[src/rtl/ultrasensor_multi_ctrl.sv]
// Round-robin ultrasonic ranging controller: triggers one sensor per period and stores its echo width.
// Optional macro US_AVG2_EN: stored widths become the running average of the previous and latest sample.
module ultrasensor_multi_ctrl #(
  parameter int N_CH          = 4,
  parameter int CNT_W         = 23,
  parameter int TRIG_CYCLES   = 1000,
  parameter int MAX_CYCLES    = 1156852,
  parameter int PERIOD_CYCLES = 6000000,
  localparam int AW           = (N_CH > 1) ? $clog2(N_CH) : 1
) (
  input  logic                  clk,
  input  logic                  reset,
  input  logic                  control,
  input  logic [N_CH-1:0]       ch_en,
  input  logic [N_CH-1:0]       echo,
  output logic [N_CH-1:0]       trigger,
  output logic [N_CH*CNT_W-1:0] s_echo,
  output logic [N_CH-1:0]       s_valid,
  output logic [N_CH-1:0]       timeout,
  output logic [AW-1:0]         active_ch
);

  typedef enum logic [2:0] {IDLE, TRIG, WAIT_RISE, MEASURE, HOLDOFF} state_t;

  localparam logic [CNT_W-1:0] TRIG_LAST = CNT_W'(TRIG_CYCLES - 1);
  localparam logic [CNT_W-1:0] MAX_C     = CNT_W'(MAX_CYCLES);
  localparam logic [CNT_W-1:0] PER_LAST  = CNT_W'(PERIOD_CYCLES - 1);

  state_t                       state;
  logic [N_CH-1:0]              echo_meta;
  logic [N_CH-1:0]              echo_sync;
  logic [CNT_W-1:0]             cnt;
  logic [CNT_W-1:0]             pcnt;
  logic [N_CH-1:0][CNT_W-1:0]   echo_r;
  logic [CNT_W-1:0]             meas_val;
  logic [AW-1:0]                next_ch;
  logic                         echo_now;

  // First enabled channel found scanning upward from cur+first, wrapping at N_CH.
  function automatic logic [AW-1:0] pick(input logic [AW-1:0] cur, input int unsigned first,
                                         input logic [N_CH-1:0] mask);
    int unsigned     idx;
    logic [N_CH-1:0] sh;
    pick = cur;
    for (int unsigned i = 0; i < N_CH; i++) begin
      idx = (32'(cur) + first + N_CH - 1 - i) % N_CH;
      sh  = mask >> idx;
      if (sh[0]) pick = idx[AW-1:0];
    end
  endfunction

  always_ff @(posedge clk or posedge reset) begin
    if (reset) begin
      echo_meta <= '0;
      echo_sync <= '0;
    end else begin
      echo_meta <= echo;
      echo_sync <= echo_meta;
    end
  end

  assign echo_now = echo_sync[active_ch];
  assign next_ch  = pick(active_ch, (state == HOLDOFF) ? 1 : 0, ch_en);
  assign s_echo   = echo_r;

`ifdef US_AVG2_EN
  logic [N_CH-1:0] hist;
  logic [CNT_W:0]  sum;
  always_comb begin
    sum      = {1'b0, echo_r[active_ch]} + {1'b0, cnt};
    meas_val = hist[active_ch] ? sum[CNT_W:1] : cnt;
  end
`else
  assign meas_val = cnt;
`endif

  always_ff @(posedge clk or posedge reset) begin
    if (reset) begin
      state     <= IDLE;
      trigger   <= '0;
      echo_r    <= '0;
      s_valid   <= '0;
      timeout   <= '0;
      active_ch <= '0;
      cnt       <= '0;
      pcnt      <= '0;
`ifdef US_AVG2_EN
      hist      <= '0;
`endif
    end else begin
      s_valid <= '0;
      if (!control) begin
        state   <= IDLE;
        trigger <= '0;
        cnt     <= '0;
        pcnt    <= '0;
      end else begin
        // Period counter runs from trigger rise and saturates rather than wrapping.
        if (state != IDLE && pcnt != '1) pcnt <= pcnt + 1'b1;
        case (state)
          IDLE: begin
            if (|ch_en) begin
              active_ch <= next_ch;
              trigger   <= N_CH'(1) << next_ch;
              cnt       <= '0;
              pcnt      <= '0;
              state     <= TRIG;
            end
          end
          TRIG: begin
            if (cnt == TRIG_LAST) begin
              trigger <= '0;
              cnt     <= '0;
              state   <= WAIT_RISE;
            end else begin
              cnt <= cnt + 1'b1;
            end
          end
          WAIT_RISE: begin
            if (echo_now) begin
              // The rising cycle is itself one cycle of echo width.
              cnt   <= CNT_W'(1);
              state <= MEASURE;
            end else if (cnt >= MAX_C - 1'b1) begin
              echo_r[active_ch]  <= MAX_C;
              timeout[active_ch] <= 1'b1;
              s_valid[active_ch] <= 1'b1;
`ifdef US_AVG2_EN
              hist[active_ch]    <= 1'b0;
`endif
              state <= HOLDOFF;
            end else begin
              cnt <= cnt + 1'b1;
            end
          end
          MEASURE: begin
            if (!echo_now) begin
              echo_r[active_ch]  <= meas_val;
              timeout[active_ch] <= 1'b0;
              s_valid[active_ch] <= 1'b1;
`ifdef US_AVG2_EN
              hist[active_ch]    <= 1'b1;
`endif
              state <= HOLDOFF;
            end else if (cnt >= MAX_C) begin
              echo_r[active_ch]  <= MAX_C;
              timeout[active_ch] <= 1'b1;
              s_valid[active_ch] <= 1'b1;
`ifdef US_AVG2_EN
              hist[active_ch]    <= 1'b0;
`endif
              state <= HOLDOFF;
            end else begin
              cnt <= cnt + 1'b1;
            end
          end
          HOLDOFF: begin
            if (pcnt >= PER_LAST) begin
              if (|ch_en) begin
                active_ch <= next_ch;
                trigger   <= N_CH'(1) << next_ch;
                cnt       <= '0;
                pcnt      <= '0;
                state     <= TRIG;
              end else begin
                state <= IDLE;
              end
            end
          end
          default: state <= IDLE;
        endcase
      end
    end
  end

endmodule

[config.mk]
export PLATFORM = sky130hd
export DESIGN_NAME = ultrasensor_multi_ctrl
export DESIGN_NICKNAME = d
export VERILOG_FILES = /design/src/rtl/ultrasensor_multi_ctrl.sv
export SDC_FILE = /design/constraint.sdc
export NUM_CORES = 1
export LEC_CHECK = 0
export CORE_UTILIZATION = 47
export CTS_BUF_LIST = sky130_fd_sc_hd__clkbuf_16
export DETAILED_ROUTE_END_ITERATION = 6
export GPL_TIMING_DRIVEN = 0
export PLACE_DENSITY_LB_ADDON = 0.05
export REMOVE_ABC_BUFFERS = 1
export SYNTH_ARGS = -nofsm -noshare
export SYNTH_HDL_FRONTEND = slang
export SYNTH_SLANG_ARGS = --single-unit
[constraint.sdc]
create_clock -name clk -period 4.7 [get_ports clk]
set_input_delay 0.47 -clock clk [delete_from_list [all_inputs] [get_ports clk]]
set_output_delay 0.47 -clock clk [all_outputs]
set_load 0.03 [all_outputs]
==> results of run 1 <==
## registers in the layout, summed over array words and instances, names as in the netlist, named ones only
name and count:
cnt 23, trigger 4, pcnt 23, active_ch 2, state 3, echo_sync 4
echo_meta 4, s_echo 92, s_valid 4
## cells in the final DEF, fill, tap and decap left out, types with 3 or more instances in the layout
master,n
sky130_fd_sc_hd__dfrtp_1,163
sky130_fd_sc_hd__nand2_1,122
sky130_fd_sc_hd__clkdlybuf4s50_1,116
sky130_fd_sc_hd__o21ai_0,90
sky130_fd_sc_hd__nor2_1,74
sky130_fd_sc_hd__o31ai_1,31
sky130_fd_sc_hd__nand3_1,24
sky130_fd_sc_hd__inv_1,21
sky130_fd_sc_hd__clkbuf_16,17
sky130_fd_sc_hd__a32o_1,14
sky130_fd_sc_hd__nand4_1,13
sky130_fd_sc_hd__xor2_1,12
sky130_fd_sc_hd__a21oi_1,11
sky130_fd_sc_hd__nor3_1,10
sky130_fd_sc_hd__nor2b_1,9
sky130_fd_sc_hd__xnor2_1,9
sky130_fd_sc_hd__or3_1,7
sky130_fd_sc_hd__o21ai_1,7
sky130_fd_sc_hd__o41ai_1,7
sky130_fd_sc_hd__nand2b_1,6
sky130_fd_sc_hd__nor4_1,6
sky130_fd_sc_hd__a31oi_1,5
sky130_fd_sc_hd__and4_1,4
sky130_fd_sc_hd__and3_1,4
sky130_fd_sc_hd__or2_2,4
sky130_fd_sc_hd__mux2i_1,4
sky130_fd_sc_hd__ha_1,4
sky130_fd_sc_hd__clkinv_1,4
sky130_fd_sc_hd__a211oi_1,3
sky130_fd_sc_hd__a2111oi_0,3
sky130_fd_sc_hd__o2111ai_4,3
sky130_fd_sc_hd__o211ai_1,3
sky130_fd_sc_hd__a2bb2oi_1,3
sky130_fd_sc_hd__clkinv_2,3
sky130_fd_sc_hd__bufinv_16,3
sky130_fd_sc_hd__buf_12,3
sky130_fd_sc_hd__buf_8,3
## routing by layer
metal	vias to the layer above	global-route usage, %	wire (um)	part of all wire [%]
met2	177	40.66	9393	49
li1	2901	-	-	-
met1	3073	32.37	8448	44
met3	27	4.925	814	4.3
met5	-	0	0	0
met4	0	9.343	468	2.4
## critical path, stage by stage
cell and delay (ns):
sky130_fd_sc_hd__clkdlybuf4s50_1 0.54, sky130_fd_sc_hd__nor4_1 0.78, sky130_fd_sc_hd__nand2b_1 0.27, sky130_fd_sc_hd__a2111oi_0 0.09, sky130_fd_sc_hd__or3_1 0.74, sky130_fd_sc_hd__a21oi_4 0.68, sky130_fd_sc_hd__or3_4 0.41, sky130_fd_sc_hd__mux2i_1 0.12
## per-stage QoR
stage	cells	setup TNS, ns	total power (uW)
3_3_place_gp	1040	-368.79	1911
6_report	1079	0	3276
4_1_cts	1079	0	3300
5_1_grt	1079	0	3407
2_1_floorplan	713	-28.52	1794
3_5_place_dp	1047	0	1944
## worst max path at each step
| stage | startpoint | to | slack [ns] |
|---|---|---|---|
| after floorplan | reset | async pin | -0.17 |
| after global placement | reset | echo_meta[0]$_DFF_PP0_ | -2.10 |
| after detailed placement | ch_en[1] | state[0]$_DFFE_PP0P_ | 0.37 |
| after CTS | ch_en[1] | state[0]$_DFFE_PP0P_ | 0.82 |
| after global routing | ch_en[1] | state[0]$_DFFE_PP0P_ | 0.55 |
| final | ch_en[1] | state[0]$_DFFE_PP0P_ | 0.83 |
## final cells by class
type	count	area [um2]
clock buffer	17	425.4
clock inverter	15	147.6
fill	1306	5929
inverter	19	76.32
multi-input combinational	531	3099
sequential	163	4079
tap	211	264.0
timing repair buffer	123	1294
## kinds of logic (layout without fill, tap and decap cells)
logic type	Yosys count	in the layout
compound gates	206	206
xor+xnor	21	21
fa+ha+maj	4	4
buf+inv	72	174
flops	163	163
mux	7	7
simple gates	293	293
## power by group
part           internal (uW)  leakage (uW)  switching [uW]
Clock                    819      0.000291             538
Combinational            160       0.00145             275
Sequential              1430       0.00225            53.1
==> results.toml, run 1 <==
[drt]
vias = 6178
route.final.wire_length_um = 19130
total_drc_errors_in_the_routed_layout = 0
drt_iter0_markers = 378
route.antenna.remaining_nets = 0
router_iterations_before_antenna_repair = 5
avgRoutedWirePerCell_um = 17.72
via_per_inst = 5.726

[worst_setup_path]
reg2reg_depth = 7
critical_path_class = "in -> reg"
reg2reg_setup_slack_ns = 0.92
critical_path_peak_fanout = 25
worstSetupStartpointType = "primary input"
regToRegEndpoint = "cnt[14]$_DFFE_PP0P_"
r2r-start = "state[0]$_DFFE_PP0P_"
crit_required_ns = 4.97
endpoint_kind = "flop"
worstPathArrival_ns = 4.14

[cells_and_area]
final_core_utilization_pct = 61.28
fin_area_mm2 = 0.009385
antennaDiodeCount = 0
fin_nets = 870
drive_above_1_share_pct = 6.221
syn2layout_area_growth_pct = 26.05

[worst_hold_path]
min-delay-start = "echo_meta[3]$_DFF_PP0_"
worstHoldPathType = "reg -> reg"
worst_hold_path.num_cells = 0
worstHoldEndpoint = "echo_sync[3]$_DFF_PP0_"

[floorplan]
top_level_ports = 117
floorplan.die_area_mm2 = 0.01635
chipHeight_um = 127.9
floorplan.die.width_um = 127.9
core.rowCount = 45
initial_core_util_pct = 48.62
design.core.area_mm2 = 0.01531

[grt]
grt_antenna_before_repair = 0
grt_usage_pct = 24.71
grt_max_degree = 96
first_pass_grt_wire_length_um = 31420
grt.overflow.total = 0
first_global_vias = 6076

[logic_synthesis]
synth_xor_area_share_pct = 2.470
synth_simple_gate_area_share_pct = 17.88
post_synth_fa_ha_maj_area_fraction_pct = 0.6722
synth_largest_type_area_fraction_pct = 54.78
combinational_family_with_the_most_area_after_synthesis = "compound AO/OA/AOI/OAI gates"
netlist_instances = 766
synth-edff-count = 0
seq_cells_post_synth = 163
synth_commonest_cells = "163 x sky130_fd_sc_hd__dfrtp_1, 122 x sky130_fd_sc_hd__nand2_1, 90 x sky130_fd_sc_hd__o21ai_0"
synth.avg_cell_area_um2 = 9.720
synth.yosys.seq_area_share_pct = 54.78
synth-async-reset-ratio_pct = 100.0
main_synth_ff_type = "sky130_fd_sc_hd__dfrtp_1"
ys.warnings.count = 0
synthDistinctLibCells = 65
synth_area_in_compound_gates_pct = 18.55
netlist_top_cells_area = "sky130_fd_sc_hd__dfrtp_1 55%, sky130_fd_sc_hd__nand2_1 6.2%, sky130_fd_sc_hd__o21ai_0 6.0%"
multiplexer_share_of_the_synthesized_area_pct = 1.143
post-synth-top-area-cell = "sky130_fd_sc_hd__dfrtp_1"
synth.most_common_cell = "sky130_fd_sc_hd__dfrtp_1"
netlist_area_mm2 = 0.007446

[sta]
finalHoldWorstSlack_ns = 0.3497
min_period_over_period_pct = 82.30
finalWorstSetupSlack_ns = 0.8320
finalHoldViolations = 0
worstMarginPinSlew_ns = 1.054
max-slew-margin-rel_pct = 29.48
period_minus_slack_ns = 3.868
drv_slew = 0
final_worst_clock_skew_ns = 0.01280
max_freq_mhz = 258.5
total_setup_violations_reported_at_the_end_of_the_flow = 0
grt_setup_unrepaired = "no"

[outcome]
run_status = "finished, final reports clean"

[placed_design]
place_congestion = 0.8400
detailed_place.area_mm2 = 0.008812
numPortBuffers = 116
pre_cts_slack_ns = 0.3709
place_hpwl_um = 13430

[cts]
post-cts-setup-buffer-count = 0
cts-root-to-sink-buffers = 2
clk_pin_slew_worst_paths_ns = 0.06
worstSkewPairLatency_ns = 0.43
clock_tree_from_tritoncts = "yes"
root_buffer = "sky130_fd_sc_hd__clkbuf_16"
numCtsBuffers = 17
cts_hold_buf = 0
cts_resized = 0
clock-sinks = 163
cts.htree.levels = 4

[job]
drv_cap = 0

[pwr]
leakagePower_uw = 0.003981
power_density_mw_per_mm2 = 349.1
worst_ir_drop_vdd_mv = 0.2440
No activity file was read; power rests on OpenSTA's default activity.
==> run 2, diff against run 1 <==
- clock period: 4.7 -> 3.7 ns (I/O delays scaled with it)
==> run 2 against run 1 <==
Effect of this change: largest cell class unchanged; die area is the same; clock power grew 27%; critical endpoint unchanged; global-route usage is essentially flat; first-iteration DRC count grew 24%; final area grew 0.15%; critical path depth shrank 1; combinational power grew 28%; flip-flop and latch count is the same; power grew 27%.
==> results.toml, run 2 (synthesis results as in run 1) <==
[cts]
cts.htree.levels = 4
cts_hold_buf = 0
root_buffer = "sky130_fd_sc_hd__clkbuf_16"
clock-sinks = 163
clock_tree_from_tritoncts = "yes"
post-cts-setup-buffer-count = 0
worstSkewPairLatency_ns = 0.43
cts-root-to-sink-buffers = 2
clk_pin_slew_worst_paths_ns = 0.06
numCtsBuffers = 17

[pwr]
worst_ir_drop_vdd_mv = 0.3111
leakagePower_uw = 0.003983
power_density_mw_per_mm2 = 443.4
total_power_uw = 4167

[drt]
vias = 6186
via_per_inst = 5.733
route.antenna.remaining_nets = 0
drt_iter0_markers = 468
route.final.wire_length_um = 19190
total_drc_errors_in_the_routed_layout = 0
avgRoutedWirePerCell_um = 17.78
router_iterations_before_antenna_repair = 5

[grt]
first_global_vias = 6090
grt_antenna_before_repair = 0
grt_max_degree = 96
grt.overflow.total = 0
first_pass_grt_wire_length_um = 31460
grt_usage_pct = 24.75

[placed_design]
pre_cts_slack_ns = -0.5291
numPortBuffers = 116
place_hpwl_um = 13430
place_congestion = 0.8400

[sta]
min_period_over_period_pct = 94.68
final_worst_clock_skew_ns = 0.01386
grt_setup_unrepaired = "no"
max-slew-margin-rel_pct = 33.93
drv_slew = 0
total_setup_violations_reported_at_the_end_of_the_flow = 0
finalHoldViolations = 0
worstMarginPinSlew_ns = 0.9661
period_minus_slack_ns = 3.503
max_freq_mhz = 285.5
finalWorstSetupSlack_ns = 0.1968

[worst_setup_path]
endpoint_kind = "flop"
worst-path-buf-inv = 0
reg2reg_setup_slack_ns = 0.20
worst_path_max_delay_cell = "sky130_fd_sc_hd__or4b_4"
critical_path_class = "reg -> reg"
path_common_cell = "sky130_fd_sc_hd__or3_4"
crit_path_cell_trace = "or3_4, or4b_4, or3_1, a211o_1, a21oi_4, or3_4, mux2i_1"
crit_required_ns = 3.97
worstSetupStartpointType = "flop"
path_delay_family = "simple AND/OR/NAND/NOR gates"
worstPathArrival_ns = 3.78
critPathMaxStageDelay_ns = 0.57
critical_path_peak_fanout = 25

[worst_hold_path]
worstHoldPathType = "reg -> reg"

[cells_and_area]
fin_nets = 870
largest_reg_flops = 92
nFillCells = 1301
most_common_library_cell_in_the_layout_ignoring_fill_and_taps = "sky130_fd_sc_hd__dfrtp_1"
drive_above_1_share_pct = 6.567
syn2layout_area_growth_pct = 26.23
final_cell_mix = "163 x sky130_fd_sc_hd__dfrtp_1, 122 x sky130_fd_sc_hd__nand2_1, 116 x sky130_fd_sc_hd__clkdlybuf4s50_1, 90 x sky130_fd_sc_hd__o21ai_0, 73 x sky130_fd_sc_hd__nor2_1"
antennaDiodeCount = 0

[floorplan]
floorplan.die.width_um = 127.9
top_level_ports = 117
initial_core_util_pct = 48.62
core.rowCount = 45
chipHeight_um = 127.9
floorplan.die_area_mm2 = 0.01635
design.core.area_mm2 = 0.01531

[outcome]
run_status = "finished, final reports clean"

[job]
drv_cap = 0
[run 2: cell counts in the layout (fill, tap and decap cells not counted)]
Identical to the previous run, type by type.
[run 2: worst reg2reg max path: stages (launching register included)]
cell,delay (ns)
sky130_fd_sc_hd__dfrtp_1,0.47
sky130_fd_sc_hd__or3_4,0.44
sky130_fd_sc_hd__or4b_4,0.57
sky130_fd_sc_hd__or3_1,0.41
sky130_fd_sc_hd__a211o_1,0.35
sky130_fd_sc_hd__a21oi_4,0.57
sky130_fd_sc_hd__or3_4,0.43
sky130_fd_sc_hd__mux2i_1,0.12
[run 2: worst paths after layout]
kind                                         from                endpoint  cells past startpoint
setup / recovery              cnt[17]$_DFFE_PP0P_    state[0]$_DFFE_PP0P_                      7
hold / removal             echo_meta[3]$_DFF_PP0_  echo_sync[3]$_DFF_PP0_                      0
setup reg to reg              cnt[17]$_DFFE_PP0P_    state[0]$_DFFE_PP0P_                      7
hold reg to reg            echo_meta[3]$_DFF_PP0_  echo_sync[3]$_DFF_PP0_                      0
max in group asynchronous                   reset    state[0]$_DFFE_PP0P_                      3
min in group asynchronous                   reset  s_echo[16]$_DFFE_PP0P_                      2
[run 2: layout make-up]
type,count,area (um2),share of cell area (%)
clock buffers,17,425.4,4.526
multi-input cells,531,3113,33.12
well taps,211,264.0,2.809
flip-flops and latches,163,4079,43.40
clock inverters,15,147.6,1.571
inverters,19,76.32,0.8120
repair buffers,123,1294,13.76
[run 2: per-stage QoR]
stage / instances / utilization (%) / TNS, ns / hold WS (ns) / area, um2
after floorplan: 713 / - / -175.22 / 0.3312 / 7182
after global placement: 1040 / 56.20 / -599.72 / 0.3339 / 8607
after detailed placement: 1047 / 57.54 / -11.58 / 0.3389 / 8812
after CTS: 1079 / 61.35 / 0 / 0.3529 / 9395
after global routing: 1079 / 61.37 / 0 / 0.3650 / 9399
final: 1079 / 61.37 / 0 / 0.3497 / 9399
[run 2: per-layer routing]
metal,share of wire [%],vias up,global-route usage (%)
li1,-,2901,-
met1,45,3061,32.39
met2,49,193,40.76
met3,4.3,31,4.925
met4,2.5,0,9.343
met5,0,-,0
[run 2: power breakdown]
part | switching, uW | leakage, uW | total [uW] | internal, uW
registers | 67.1 | 0.00225 | 1890 | 1820
clock network | 687 | 0.000291 | 1730 | 1040
logic | 350 | 0.00145 | 554 | 204
total | 1100 | 0.00398 | 4170 | 3060
[run 2: timing repair]
action,4_1_cts,5_1_grt
gates resized for setup,3,1
endpoints found under the setup margin,30,3
hold endpoints to repair,0,0
